<file path="src/rtl/signed_divider_8bit.sv">
// signed_divider_8bit
//
// Sequential 8-bit two's-complement divider. It captures a signed dividend
// and divisor, then runs one restoring-division step per clock on the
// unsigned magnitudes (MSB first). After the last step it applies the signs
// and presents a truncated-toward-zero quotient and a remainder that takes
// the sign of the dividend.
//
// Handshake: pause=0 while IDLE or DONE captures A/B on that edge and starts
// a division. pause=1 holds the block, so DONE keeps Q/R/flag indefinitely.
// pause is ignored while a division is running. flag is a registered
// "result valid" level. It rises on the edge that writes Q/R and falls on the
// edge that captures the next operands.
//
// Timing: capture on edge 0, division steps on edges 1..8, and Q/R/flag
// written on edge 9.
//
// Special results:
//   B == 0            -> Q = 8'hFF, R = A
//   A == -128, B == -1 -> Q = 8'h80, R = 8'h00
// Both take the normal latency.
//
// Ports:
//   clk       rising-edge clock
//   rst       synchronous active-high reset (highest priority)
//   pause     operand hold / start control
//   A, B      signed dividend / divisor
//   Q, R      signed quotient / remainder (registered)
//   flag      result valid (registered)
//   dbg_state current FSM state (0 IDLE, 1 CALC, 2 DONE)

module signed_divider_8bit (
    input  logic       clk,
    input  logic       rst,
    input  logic       pause,
    input  logic [7:0] A,
    input  logic [7:0] B,
    output logic [7:0] Q,
    output logic [7:0] R,
    output logic       flag,
    output logic [1:0] dbg_state
);

    typedef enum logic [1:0] {
        S_IDLE = 2'd0,
        S_CALC = 2'd1,
        S_DONE = 2'd2
    } state_t;

    state_t     state;
    logic [7:0] a_raw;      // original dividend, needed for the B == 0 result
    logic       a_neg;
    logic       b_neg;
    logic [7:0] b_mag;
    logic [7:0] dvd;        // dividend magnitude, shifted out MSB first
    logic [7:0] quo;        // quotient magnitude, shifted in LSB first
    logic [8:0] prem;       // partial remainder
    logic [3:0] cnt;

    // One restoring step. The shifted remainder is at most 2*127+1, so it
    // fits in 9 bits. The trial difference is widened to 10 bits so that
    // its MSB is a clean "negative" indicator.
    logic [8:0] rem_sh;
    logic [9:0] diff;
    logic       q_bit;

    // Sign fix-up of the finished magnitudes
    logic [7:0] q_fin;
    logic [7:0] r_fin;
    logic       div_zero;
    logic       ovf;

    always_comb begin
        rem_sh   = {prem[7:0], dvd[7]};
        diff     = {1'b0, rem_sh} - {2'b00, b_mag};
        q_bit    = ~diff[9];

        div_zero = (b_mag == 8'd0);
        ovf      = (a_raw == 8'h80) && b_neg && (b_mag == 8'd1);

        q_fin    = (a_neg ^ b_neg) ? (~quo + 8'd1) : quo;
        r_fin    = a_neg ? (~prem[7:0] + 8'd1) : prem[7:0];
        if (div_zero) begin
            q_fin = 8'hFF;
            r_fin = a_raw;
        end else if (ovf) begin
            q_fin = 8'h80;
            r_fin = 8'h00;
        end
    end

    assign dbg_state = state;

    always_ff @(posedge clk) begin
        if (rst) begin
            state <= S_IDLE;
            Q     <= 8'h00;
            R     <= 8'h00;
            flag  <= 1'b0;
            cnt   <= 4'd0;
            a_raw <= 8'h00;
            a_neg <= 1'b0;
            b_neg <= 1'b0;
            b_mag <= 8'h00;
            dvd   <= 8'h00;
            quo   <= 8'h00;
            prem  <= 9'd0;
        end else begin
            case (state)
                S_IDLE, S_DONE: begin
                    if (!pause) begin
                        // Magnitude of -128 is 128, which is still
                        // representable as an 8-bit unsigned value.
                        a_raw <= A;
                        a_neg <= A[7];
                        b_neg <= B[7];
                        dvd   <= A[7] ? (~A + 8'd1) : A;
                        b_mag <= B[7] ? (~B + 8'd1) : B;
                        quo   <= 8'h00;
                        prem  <= 9'd0;
                        cnt   <= 4'd0;
                        flag  <= 1'b0;
                        state <= S_CALC;
                    end
                end
                S_CALC: begin
                    if (cnt == 4'd8) begin
                        Q     <= q_fin;
                        R     <= r_fin;
                        flag  <= 1'b1;
                        state <= S_DONE;
                    end else begin
                        prem <= q_bit ? diff[8:0] : rem_sh;
                        quo  <= {quo[6:0], q_bit};
                        dvd  <= {dvd[6:0], 1'b0};
                        cnt  <= cnt + 4'd1;
                    end
                end
                default: begin
                    state <= S_IDLE;
                end
            endcase
        end
    end

endmodule

</file>
<file path="config.mk">
export PLATFORM = sky130hd
export DESIGN_NAME = signed_divider_8bit
export DESIGN_NICKNAME = d
export VERILOG_FILES = /design/src/rtl/signed_divider_8bit.sv
export SDC_FILE = /design/constraint.sdc
export NUM_CORES = 1
export LEC_CHECK = 0
export ABC_AREA = 0
export CELL_PAD_IN_SITES_DETAIL_PLACEMENT = 0
export CELL_PAD_IN_SITES_GLOBAL_PLACEMENT = 2
export CORE_MARGIN = 4
export CORE_UTILIZATION = 30
export CTS_CLUSTER_SIZE = 20
export DETAILED_ROUTE_END_ITERATION = 12
export DONT_BUFFER_PORTS = 1
export GPL_ROUTABILITY_DRIVEN = 0
export PLACE_DENSITY = 0.61
export SLEW_MARGIN = 10
export SYNTH_ARGS = -nofsm -noshare
export SYNTH_HDL_FRONTEND = slang
export SYNTH_SLANG_ARGS = --single-unit
</file>
<file path="constraint.sdc">
create_clock -name clk -period 2.68 [get_ports clk]
set_input_delay 0.804 -clock clk [delete_from_list [all_inputs] [get_ports clk]]
set_output_delay 0.804 -clock clk [all_outputs]
set_load 0.005 [all_outputs]
</file>
==> run_results.csv <==
group,metric,value,unit
run_status,run_status,"complete, no violations",
cells_and_area,n_antenna_cell,0,
critical_path,cp-start-kind,"register",
critical_path,crit_path_cell_trace,"or4_4 > nor4_4 > nand3_1 > nand3_1 > a211oi_1",
floorplanning,floorplan.die.height,114,microns
power_and_ir_drop,pwr_density_cell,697,nW/um^2
floorplanning,core_region,10900,sq um
synthesis,synth-seq-cells,64,
synthesis,synth.top_cells.by_area,"dfxtp_1, xor2_1, nand2_1, nor2_1, ha_1",
timing,fmax,0.486,GHz
detailed_routing,route.vias.total,2730,
synthesis,syn-mean-instance-area,8.33,sq um
timing,setup-tns-final,0,ns
detailed_routing,detail_route.first_pass.iterations,4,
timing,setup_violations,0,
power_and_ir_drop,vdd.ir_drop.worst,0.340,mV
synthesis,synthesis.instances,403,
critical_path,critical_path.max_fanout,10,
critical_path,cp.buffers_inverters,0,
global_routing,maximum_number_of_pins_on_one_net_before_global_route_repair,45,
floorplanning,io_pins,38,
synthesis,postSynth.asyncResetShare,0,%
timing,finalHoldViolations,0,
synthesis,post-synth-top-area-fraction,38.2,%
detailed_routing,drt-vias-per-instance,4.95,
cts,cts_htree_levels,3,
cts,cts_tree,"built",
floorplanning,chipWidth,114,microns
critical_path,worst-endpoint-required,2.91,ns
power_and_ir_drop,power.total,2.60,mW
detailed_routing,detail-route-antenna-nets,0,
cts,ctsLongestPathBuffers,2,
synthesis,number_of_distinct_library_cells_after_synthesis,53,
cts,cts_root_buffer,"clkbuf_8",
critical_path,timing.critical_path.mode_cell,"nand3_1",
timing,slew_viol_final,0,
synthesis,synthesis.yosys.warnings,0,
global_routing,first_global_vias,2738,
global_routing,grt_pass1_wl,14800,microns
flow_run,drv_cap,0,
cts,ctsResizeCount,0,
timing,worst_slew_margin,26.3,%
synthesis,yosysSeqAreaShare,38.2,%
critical_path,crit_path_end_kind,"register",
cells_and_area,drive_above_1_share,6.81,%
global_routing,antenna_found_initial,0,
cts,cts_made_buffers,9,
floorplanning,floorplan.rows,38,
synthesis,synth_enable_flop_cells,0,
detailed_routing,route.detailed.wl_per_inst,16.3,microns
synthesis,cell_taking_the_most_area_after_synthesis,"dfxtp_1",
power_and_ir_drop,p_leak,1.43,nW
cells_and_area,finalCoreUtilization,34.3,%
cells_and_area,layout-area-overhead-vs-synth,11.1,%
cts,cts_setup_buffers,0,
global_routing,gr_ovfl_total,0,
detailed_routing,detailedRoute.firstIterationViolations,69,
critical_path,critical_path_depth,5,
synthesis,syn-cell-area,3360,sq um
floorplanning,initial_standard_cell_utilization_of_the_core,30.8,%
place,dpl.hpwl,6880,microns
critical_path,cpLargestDelayFamily,"simple AND/OR/NAND/NOR gates",
critical_path,worstSetupPathType,"reg2reg",
floorplanning,die_area,13000,sq um
cts,cts_hold_buffers,0,
timing,final_min_period_over_clock_period,76.8,%
timing,grt_setup_unrepaired,"false",
timing,worst_slew_pin_slew,1.10,ns
cts,clk-insertion-delay-late,0.35,ns
global_routing,grt_use_total,14.6,%
critical_path,arrival,2.29,ns
min_path,holdPathStages,2,
cells_and_area,nets,440,
synthesis,synth-main-ff-cell,"dfxtp_1",
min_path,holdCritPathClass,"reg2reg",
critical_path,crit_path_max_incr_delay,0.55,ns
place,port_buffers,0,
cts,sink_count_of_the_clock_tree,64,
cts,clk_transition_reported_paths,0.07,ns
detailed_routing,postRouteWirelength,8970,microns
detailed_routing,drc_errors,0,
synthesis,synth_fp_nets,437,
timing,clock_skew,0.0103,ns
critical_path,worst_r2r_path_depth,5,
critical_path,crit_slowest_cell,"or4_4",
timing,layout_min_cycle_time,2.06,ns
## final timing paths
path / start / end / slack, ns
max: b_mag[4] / R[4] / 0.62
min: dvd[3] / dvd[3] / 0.45
max reg2reg: b_mag[4] / R[4] / 0.62
min reg2reg: dvd[3] / dvd[3] / 0.45
## final cells by class
class	count	area, sq um
Clock buffer	13	159
Timing Repair Buffer	8	60.1
Sequential cell	64	1280
Inverter	22	82.6
Multi-Input combinational cell	301	1930
Clock inverter	3	40.0
Tap cell	140	175
Fill cell	1136	7160
## cells in the mapped netlist, types with 9 or more instances
cell	number
ha_1	14
xnor2_1	9
a211oi_1	13
dfxtp_1	64
inv_1	22
nand3_1	9
xor2_1	21
a21oi_1	18
o21ai_0	24
nor3_1	9
nand2_1	48
nor2_1	47
clkbuf_1	13
## cells by family (layout without fill, tap and decap cells)
family,Yosys count,count (layout),share of synthesized area (%)
simple gates,143,143,20.0
compound gates,105,105,21.5
flops,64,64,38.2
buf+inv,38,46,4.32
xor+xnor,30,30,7.82
fa+ha+maj,15,15,5.81
mux,8,8,2.42
## registers in the layout, indices dropped and copies added (netlist names)
signal / flops
cnt: 4
R: 8
dvd: 8
b_mag: 8
quo: 8
dbg_state: 2
b_neg: 1
Q: 8
prem: 8
a_raw: 8
flag: 1
## worst register-to-register path: stages, from the launching register on
cell and delay [ns]:
dfxtp_1 0.33, or4_4 0.55, nor4_4 0.32, nand3_1 0.44, nand3_1 0.24, a211oi_1 0.08
## stage by stage
step	area (sq um)	setup WS (ns)	instances	hold WS (ns)
finish	3730	0.622	551	0.451
global route	3730	0.435	551	0.494
CTS	3730	0.597	551	0.452
detailed placement	3530	0.594	535	0.441
global placement	3530	0.581	535	0.437
floorplan	3360	0.770	403	0.425
## routing by layer
layer / track usage, % / wire length [microns] / part of all wire [%]
met5: 0 / 0 / 0
met4: 4.75 / 89 / 0.99
met3: 4.24 / 437 / 4.9
met2: 21.1 / 3750 / 42
met1: 20.8 / 4690 / 52
## layout by cell type, fill, tap and decap left out, drive strengths merged, types with 2 or more instances in the layout
master | synthesis | routed
nand2b | 4 | 4
buf | 3 | 8
a221o | 3 | 3
xnor2 | 9 | 9
clkbuf | 13 | 13
mux2i | 7 | 7
clkinv | 0 | 2
a211oi | 13 | 13
dfxtp | 64 | 64
nor3 | 9 | 9
or3 | 2 | 2
o41ai | 3 | 3
o22ai | 2 | 2
o21ai | 25 | 25
a22o | 7 | 7
nor4 | 4 | 4
a21oi | 18 | 18
nor3b | 4 | 4
nand3b | 3 | 3
ha | 14 | 14
a32oi | 5 | 5
nor2b | 2 | 2
nor2 | 47 | 47
a21boi | 2 | 2
and2 | 2 | 2
inv | 22 | 22
a311oi | 3 | 3
o31ai | 7 | 7
xor2 | 21 | 21
and3 | 2 | 2
a22oi | 8 | 8
nand2 | 49 | 49
nor4b | 2 | 2
nand3 | 9 | 9
## where the power goes
part | internal, mW | switching, mW | total (mW)
clock | 0.478 | 0.368 | 0.847
sequential | 1.01 | 0.0708 | 1.08
combinational | 0.293 | 0.380 | 0.673
Power figures use the tool's default switching activity.
